### src/rtl/issue_pkg.sv
// Shared definitions for the issue queue and the control unit: opcodes,
// instruction field layout and the decode helpers.
package issue_pkg;

  localparam logic [2:0] OP_NOP = 3'b000;
  localparam logic [2:0] OP_ADD = 3'b001;
  localparam logic [2:0] OP_SUB = 3'b010;
  localparam logic [2:0] OP_AND = 3'b011;
  localparam logic [2:0] OP_OR  = 3'b100;

  localparam int OPC_LSB = 13;
  localparam int RD_LSB  = 10;
  localparam int RS1_LSB = 7;
  localparam int RS2_LSB = 4;

  typedef struct packed {
    logic [2:0] opcode;
    logic [2:0] rd;
    logic [2:0] rs1;
    logic [2:0] rs2;
    logic [3:0] rsvd;
  } instr_t;

  // Issue history entry; a bubble is all-zero, so wr=0
  typedef struct packed {
    logic       wr;
    logic [2:0] rd;
    logic [2:0] rs1;
    logic [2:0] rs2;
  } hist_t;

  // ALU ops both write rd and read rs1/rs2; everything else does neither
  function automatic logic writes_rd(input logic [2:0] opcode);
    logic w;
    case (opcode)
      OP_ADD, OP_SUB, OP_AND, OP_OR: w = 1'b1;
      OP_NOP:                        w = 1'b0;
      default:                       w = 1'b0;
    endcase
    return w;
  endfunction

  function automatic instr_t decode(input logic [15:0] word);
    instr_t d;
    d.opcode = word[OPC_LSB +: 3];
    d.rd     = word[RD_LSB +: 3];
    d.rs1    = word[RS1_LSB +: 3];
    d.rs2    = word[RS2_LSB +: 3];
    d.rsvd   = word[3:0];
    return d;
  endfunction

endpackage

### src/rtl/sync_fifo.sv
// Single-clock FIFO with synchronous clear; head word is readable
// combinationally while the FIFO is non-empty.
module sync_fifo #(
  parameter int WIDTH = 16,
  parameter int DEPTH = 4,
  localparam int AW = $clog2(DEPTH),
  localparam int CW = AW + 1
) (
  input  logic             clk,
  input  logic             rst_n,
  input  logic             clr,
  input  logic             push,
  input  logic             pop,
  input  logic [WIDTH-1:0] wdata,
  output logic [WIDTH-1:0] rdata,
  output logic             full,
  output logic             empty,
  output logic [CW-1:0]    count
);

  logic [WIDTH-1:0] mem_q [DEPTH];
  logic [AW-1:0]    wr_ptr_q, rd_ptr_q;
  logic [CW-1:0]    count_q;
  logic             do_push_s, do_pop_s;

  assign full      = (count_q == CW'(DEPTH));
  assign empty     = (count_q == '0);
  assign do_push_s = push & ~full;
  assign do_pop_s  = pop & ~empty;
  assign rdata     = mem_q[rd_ptr_q];
  assign count     = count_q;

  // Pointers wrap naturally because DEPTH is a power of two
  always_ff @(posedge clk or negedge rst_n) begin
    if (!rst_n) begin
      wr_ptr_q <= '0;
      rd_ptr_q <= '0;
      count_q  <= '0;
      for (int i = 0; i < DEPTH; i++) mem_q[i] <= '0;
    end else if (clr) begin
      wr_ptr_q <= '0;
      rd_ptr_q <= '0;
      count_q  <= '0;
    end else begin
      if (do_push_s) begin
        mem_q[wr_ptr_q] <= wdata;
        wr_ptr_q        <= wr_ptr_q + AW'(1);
      end
      if (do_pop_s) rd_ptr_q <= rd_ptr_q + AW'(1);
      case ({do_push_s, do_pop_s})
        2'b10:   count_q <= count_q + CW'(1);
        2'b01:   count_q <= count_q - CW'(1);
        default: count_q <= count_q;
      endcase
    end
  end

endmodule

### src/rtl/instr_issue_queue.sv
// Instruction issue queue: buffers fetched words, issues one per cycle and
// inserts bubbles on RAW hazards against the last two issued instructions.
module instr_issue_queue
  import issue_pkg::*;
#(
  parameter int DEPTH = 4,
  parameter int CW    = $clog2(DEPTH) + 1
) (
  input  logic          clk,
  input  logic          rst_n,
  input  logic          in_valid,
  output logic          in_ready,
  input  logic [15:0]   in_instr,
  input  logic          stall,
  input  logic          flush,
  output logic          out_valid,
  output logic [2:0]    out_opcode,
  output logic [2:0]    out_rd_d1,
  output logic [2:0]    out_rs1_d1,
  output logic [2:0]    out_rs2_d1,
  output logic [CW-1:0] count,
  output logic [15:0]   bubble_cnt
);

  logic        fifo_full_s, fifo_empty_s, push_s, pop_s, hazard_s, unused_rsvd_s;
  logic [15:0] fifo_rdata_s;
  instr_t      head_s;
  hist_t       h0_q, h0_d, h1_q, h1_d;
  logic        valid_q, valid_d;
  logic [2:0]  opcode_q, opcode_d;
  logic [15:0] bubble_q, bubble_d;

  function automatic logic raw_hit(input hist_t h, input logic [2:0] rs1, input logic [2:0] rs2);
    return h.wr & (h.rd != 3'd0) & ((h.rd == rs1) | (h.rd == rs2));
  endfunction

  // A full FIFO refuses pushes even when a pop happens in the same cycle
  assign in_ready = rst_n & ~flush & ~fifo_full_s;
  assign push_s   = in_valid & in_ready;

  sync_fifo #(.WIDTH(16), .DEPTH(DEPTH)) u_fifo (
    .clk   (clk),
    .rst_n (rst_n),
    .clr   (flush),
    .push  (push_s),
    .pop   (pop_s),
    .wdata (in_instr),
    .rdata (fifo_rdata_s),
    .full  (fifo_full_s),
    .empty (fifo_empty_s),
    .count (count)
  );

  assign head_s        = decode(fifo_rdata_s);
  assign unused_rsvd_s = ^head_s.rsvd;
  assign hazard_s      = writes_rd(head_s.opcode) &
                         (raw_hit(h0_q, head_s.rs1, head_s.rs2) |
                          raw_hit(h1_q, head_s.rs1, head_s.rs2));

  // Issue decision in priority order: flush, stall, empty, hazard, issue
  always_comb begin
    valid_d  = 1'b0;
    opcode_d = OP_NOP;
    h0_d     = '0;
    h1_d     = h0_q;
    pop_s    = 1'b0;
    bubble_d = bubble_q;
    if (flush) begin
      h1_d = '0;
    end else if (stall || fifo_empty_s) begin
      h0_d = '0;
    end else if (hazard_s) begin
      bubble_d = (bubble_q == 16'hFFFF) ? bubble_q : bubble_q + 16'd1;
    end else begin
      valid_d  = 1'b1;
      opcode_d = head_s.opcode;
      pop_s    = 1'b1;
      h0_d     = '{wr: writes_rd(head_s.opcode), rd: head_s.rd, rs1: head_s.rs1, rs2: head_s.rs2};
    end
  end

  // Issue register, history pipeline and bubble counter
  always_ff @(posedge clk or negedge rst_n) begin
    if (!rst_n) begin
      valid_q  <= 1'b0;
      opcode_q <= OP_NOP;
      h0_q     <= '0;
      h1_q     <= '0;
      bubble_q <= 16'd0;
    end else begin
      valid_q  <= valid_d;
      opcode_q <= opcode_d;
      h0_q     <= h0_d;
      h1_q     <= h1_d;
      bubble_q <= bubble_d;
    end
  end

  assign out_valid  = valid_q;
  assign out_opcode = opcode_q;
  assign out_rd_d1  = h1_q.rd;
  assign out_rs1_d1 = h1_q.rs1;
  assign out_rs2_d1 = h1_q.rs2;
  assign bubble_cnt = bubble_q;

endmodule
### config.mk
export PLATFORM = sky130hd
export DESIGN_NAME = instr_issue_queue
export DESIGN_NICKNAME = d
export VERILOG_FILES = /design/src/rtl/issue_pkg.sv /design/src/rtl/sync_fifo.sv /design/src/rtl/instr_issue_queue.sv
export SDC_FILE = /design/constraint.sdc
export NUM_CORES = 1
export LEC_CHECK = 0
export CAP_MARGIN = 30
export CORE_ASPECT_RATIO = 0.8
export CORE_MARGIN = 2
export CORE_UTILIZATION = 47
export CTS_BUF_LIST = sky130_fd_sc_hd__clkbuf_4 sky130_fd_sc_hd__clkbuf_8 sky130_fd_sc_hd__clkbuf_16
export DETAILED_ROUTE_END_ITERATION = 10
export PLACE_DENSITY_LB_ADDON = 0.05
export SLEW_MARGIN = 0
export SYNTH_ARGS = -nofsm -noshare
export SYNTH_HDL_FRONTEND = slang
export SYNTH_SLANG_ARGS = --single-unit
### constraint.sdc
create_clock -name clk -period 5.35 [get_ports clk]
set_input_delay 1.07 -clock clk [delete_from_list [all_inputs] [get_ports clk]]
set_output_delay 1.07 -clock clk [all_outputs]
set_load 0.05 [all_outputs]
# Yosys cells after proc, flatten, opt, wreduce, memory -nomap -nowiden
# Cells that the tools add are included.
# totals
ff_bits	111
inputBits	21
# classes
addsub	5
n_lt_le_gt_ge	3
n_eq_ne	12
mux	23
bitwise	20
n_reduce_logical	11
# ops
cell	count
64-bit bitwise mux	1
16-bit two-way mux	3
10-bit two-way mux	4
16-bit binary-select mux with 2-bit select	1
16-bit demux with 2-bit select	1
16-bit by 1-bit adder with 16-bit output, second input constant	1
16-bit == test, second input constant	1
3-bit == test	4
3-bit two-way mux	4
1-bit bitwise AND	10
3-bit nonzero test	3
2-bit two-way mux	4
3-bit by 2-bit == test with 1-bit output, second input constant	2
3-bit == test, second input constant	2
3-bit >= comparator, second input constant	2
2-bit inverter with 3-bit output	2
3-bit one-hot mux with 2 select lines	1
1-bit inverter	5
2-bit by 1-bit adder with 2-bit output, second input constant	2
1-bit two-way mux	4
4-bit AND reduction	1
2-bit nonzero test	2
4-bit OR reduction	1
3-bit by 1-bit adder with 3-bit output, second input constant	1
10 further kinds	12

# Depth between registers and ports, before layout
# logic_depth
word_depth	16
mapped_depth	13

# Cells and area by module
# Synthesis repeated with hierarchy kept, for this count alone.
# hier_totals
hier_cells	386
hier_area_um2	5316.3
# by_module_without_submodules
mod	n_inst	cells_per_inst	area_each_um2
sync_fifo	1	220	3385.7
instr_issue_queue	1	166	1930.6

# Worst setup path after synthesis
# Ideal clock, no wire load.
# synth_timing
path_type	input -> register
startpoint	input flush
endpoint	register u_fifo.count_q[1] (netlist: u_fifo.count[1])
arrival_time_ns	3.793
required_ns	5.212
setup_slack_ns	1.419
cell_stages	8
cell_sequence	nand2b_1 -> a21oi_1 -> and2_0 -> clkbuf_1 -> nor3_1 -> fa_1 -> and4b_1 -> or4_1
# synth_between
elab_chain_len	8
# synth_rtl
item	line_no	source
start: declaration	instr_issue_queue.sv:15	input logic flush,
1-bit inverter (no source line) (*)	-	
1-bit bitwise AND (*) (2 in series)	instr_issue_queue.sv:38	assign in_ready = rst_n & ~flush & ~fifo_full_s;
named net in_ready	instr_issue_queue.sv:12	output logic in_ready,
1-bit bitwise AND (*)	instr_issue_queue.sv:39	assign push_s = in_valid & in_ready;
1-bit bitwise AND (*)	sync_fifo.sv:28	assign do_push_s = push & ~full;
2-bit by 1-bit == test with 1-bit output / 2-bit == test (equally long branches)	sync_fifo.sv:50	case ({do_push_s, do_pop_s})
3-bit one-hot mux with 2 select lines	sync_fifo.sv:50	
3-bit two-way mux	sync_fifo.sv:40	end else if (clr) begin
end signal: assignment	sync_fifo.sv:51	2'b10: count_q <= count_q + CW'(1);
end signal: assignment	sync_fifo.sv:52	2'b01: count_q <= count_q - CW'(1);
end signal: assignment	sync_fifo.sv:53	default: count_q <= count_q;
end: declaration	sync_fifo.sv:23	logic [CW-1:0] count_q;
# Mark *: on every way through the listed nets, which the timed path passes. The rest lies on a longest branch.
# A chain may end at the register's enable or synchronous reset.

# Worst setup path in the final report
# layout_timing
startpoint	input flush
endpoint	output in_ready
# layout_between
elab_chain_len	3
# layout_rtl
item	line_no
1-bit inverter (no source line)	-
1-bit bitwise AND (2 in series)	instr_issue_queue.sv:38
end: declaration	instr_issue_queue.sv:12
# No other way between the ends.

==> flow_summary.yaml <==
clock_network:
  cts_resized: 0
  postCtsHoldBufs: 0
  clock_sinks: 95
  cts_buffers: 9
  cts_max_level: 3
  tritoncts: "yes"
  clk_pin_slew_ns: 0.06
  clk_latency_ns: 0.34
  cts_setup_buffers: 0
  cts-root-buf: "clkbuf_16"
  clk_path_buf_depth: 2
synth:
  syn_nets: 350
  avgSynthCellArea_um2: 13.6
  synth_edf_count: 0
  syn_area_um2: 4380
  ys_seq_area_share_pct: 54.3
  ys_ff_latch: 95
  async_flop_share_pct: 100
  yosys_warnings: 0
  synthFlopType: "dfrtp_1"
  synth_cell_types: 44
  netlist_instances: 323
critical_path:
  cp_cell_sequence: "clkdlybuf4s50_1 -> buf_4 -> nand2b_1 -> a21oi_1 -> clkdlybuf4s50_1"
  crit_buf_inv: 3
  critPathLaunchType: "input port"
  crit_family: "buffers and inverters"
  setup.worst_path.class: "in -> out"
  path_max_fanout: 24
  slowest_delay_ns: 0.85
  required_ns: 4.28
  crit_path_top_delay_cell: "clkdlybuf4s50_1"
  timing.critical_path.mode_cell: "clkdlybuf4s50_1"
  arrival_ns: 2.92
  cp-end-kind: "output port"
sta:
  clock.fmax_mhz: 251
  fin_setup_tns_ns: 0
  final-hold-violation-count: 0
  fin_ws_ns: 1.36
  fin_worst_skew_ns: 0.00705
  slew_violations: 0
  rsz0062_at_grt: "false"
  slew_headroom_pct: 47.4
  timing.hold.ws_ns: 0.459
  fin_crit_sh_pct: 74.5
  setup_viol: 0
  worst_pin_slew_ns: 0.789
  period_minus_slack_ns: 3.99
pwr:
  power.density_nw_per_um2: 454
  peakVddDrop_v: 0.000245
  p_leak_nw: 2.39
run:
  maxCapViolCount: 0
die:
  die_h_um: 90.4
  core_um2: 9080
  dieArea_um2: 10100
  io_pins: 54
  rows: 31
  start_util_pct: 48.3
  die_x_um: 112
placed_design:
  dp_hpwl_um: 5380
  place_congestion: 0.736
  dp_slack_ns: 1.37
  placed_cell_area_um2: 4900
  portBuffers: 49
layout:
  syn_to_final_growth_pct: 18.7
  design_area_um2: 5200
  utilization_pct: 57.3
  final_nets: 394
  fillers: 816
  layout_common_cells: "dfrtp_1, mux2_2, clkdlybuf4s50_1"
  antennaDiodeCount: 0
  layout-drive-gt1-share_pct: 25.3
  final_common_cell: "dfrtp_1"
route:
  dr.pass1.iters: 4
  first_iter_violations: 88
  vias_per_cell: 5.21
  vias: 2530
  drtAntennaViolNets: 0
  remaining_drc_errors: 0
  wl_um: 8000
  wire_per_inst_um: 16.5
outcome:
  status: "completed"
global_route:
  grt_start_max_net_pins: 63
  grtUsageTotal_pct: 17.0
  gr-total-overflow: 0
  grt_pass1_wl_um: 13300
  antenna_found_initial: 0
  grt_pass1_vias: 2520
min_path:
  hold_class: "reg -> reg"
==> state kept, by name, summed over array words and instances (netlist names), 2 cells and up <==
signal	count
u_fifo.count	3
out_rs2_d1	3
u_fifo.wr_ptr_q	2
u_fifo.mem_q	48
out_rd_d1	3
out_opcode	3
bubble_cnt	16
u_fifo.rd_ptr_q	2
out_rs1_d1	3
h0_q	10
==> per-layer routing <==
layer | track usage [%] | share of wire, %
met3 | 5.70 | 3.5
met2 | 26.6 | 47
met5 | 0 | 0
met1 | 23.1 | 48
met4 | 3.96 | 0.98
==> power breakdown <==
group          internal (mW)  switching [mW]  leakage (nW)
Clock                  0.382           0.255         0.151
Sequential             0.878           0.114          1.25
Combinational          0.383           0.351         0.982
==> cell type report <==
cell class | instances | area [um^2] | area share [%]
Clock buffer | 11 | 253 | 4.86
Clock inverter | 4 | 45.0 | 0.866
Inverter | 8 | 30.0 | 0.577
Multi-Input combinational cell | 199 | 1830 | 35.1
Sequential cell | 95 | 2380 | 45.7
Tap cell | 115 | 144 | 2.77
Timing Repair Buffer | 54 | 526 | 10.1
==> path summary, 6_finish.rpt <==
check | from | cells after the start | endpoint | slack [ns]
setup / recovery | flush | 5 | in_ready | 1.36
hold / removal | h0_q[1] | 1 | out_rs2_d1[1] | 0.46
setup reg to reg | u_fifo.rd_ptr_q[0] | 9 | u_fifo.count[1] | 1.49
hold reg to reg | h0_q[1] | 1 | out_rs2_d1[1] | 0.46
max in group asynchronous | rst_n | 2 | u_fifo.mem_q[30] | 3.53
min in group asynchronous | rst_n | 1 | bubble_cnt[8] | 0.67
==> Yosys cell counts (all sizes together), types with 2 or more instances <==
library cell	count	share of area [%]
nand3	7	0.80
o31ai	2	0.34
nor4bb	2	0.46
o21ai	3	0.43
and2	7	1.0
nand2b	2	0.29
mux2i	5	1.1
nor3	12	2.0
nand2	11	0.94
mux2	53	14
nor2	17	1.6
inv	8	0.69
xor2	20	4.0
or3	2	0.29
and3	2	0.29
ha	5	1.4
dfrtp	95	54
and4	2	0.40
nor2b	15	2.1
buf	14	2.8
xnor2	9	1.8
mux4	10	5.1
a21oi	2	0.23
clkbuf	7	0.60
==> per-stage QoR <==
step                instances  total power [mW]
floorplan                 323              1.55
global placement          471              1.72
detailed placement        471              1.74
CTS                       486              2.40
global route              486              2.50
finish                    486              2.36
==> kinds of logic after synthesis <==
logic type	after synthesis	share of synthesized area [%]
buffers and inverters	29	4.05
multiplexers	68	20.0
flip-flops	95	54.3
AO/OA/AOI/OAI	11	2.11
XOR/XNOR	30	6.34
AND/OR/NAND/NOR	84	11.4
adder cells (fa/ha/maj)	6	1.88
(Power assumes the default switching activity.)
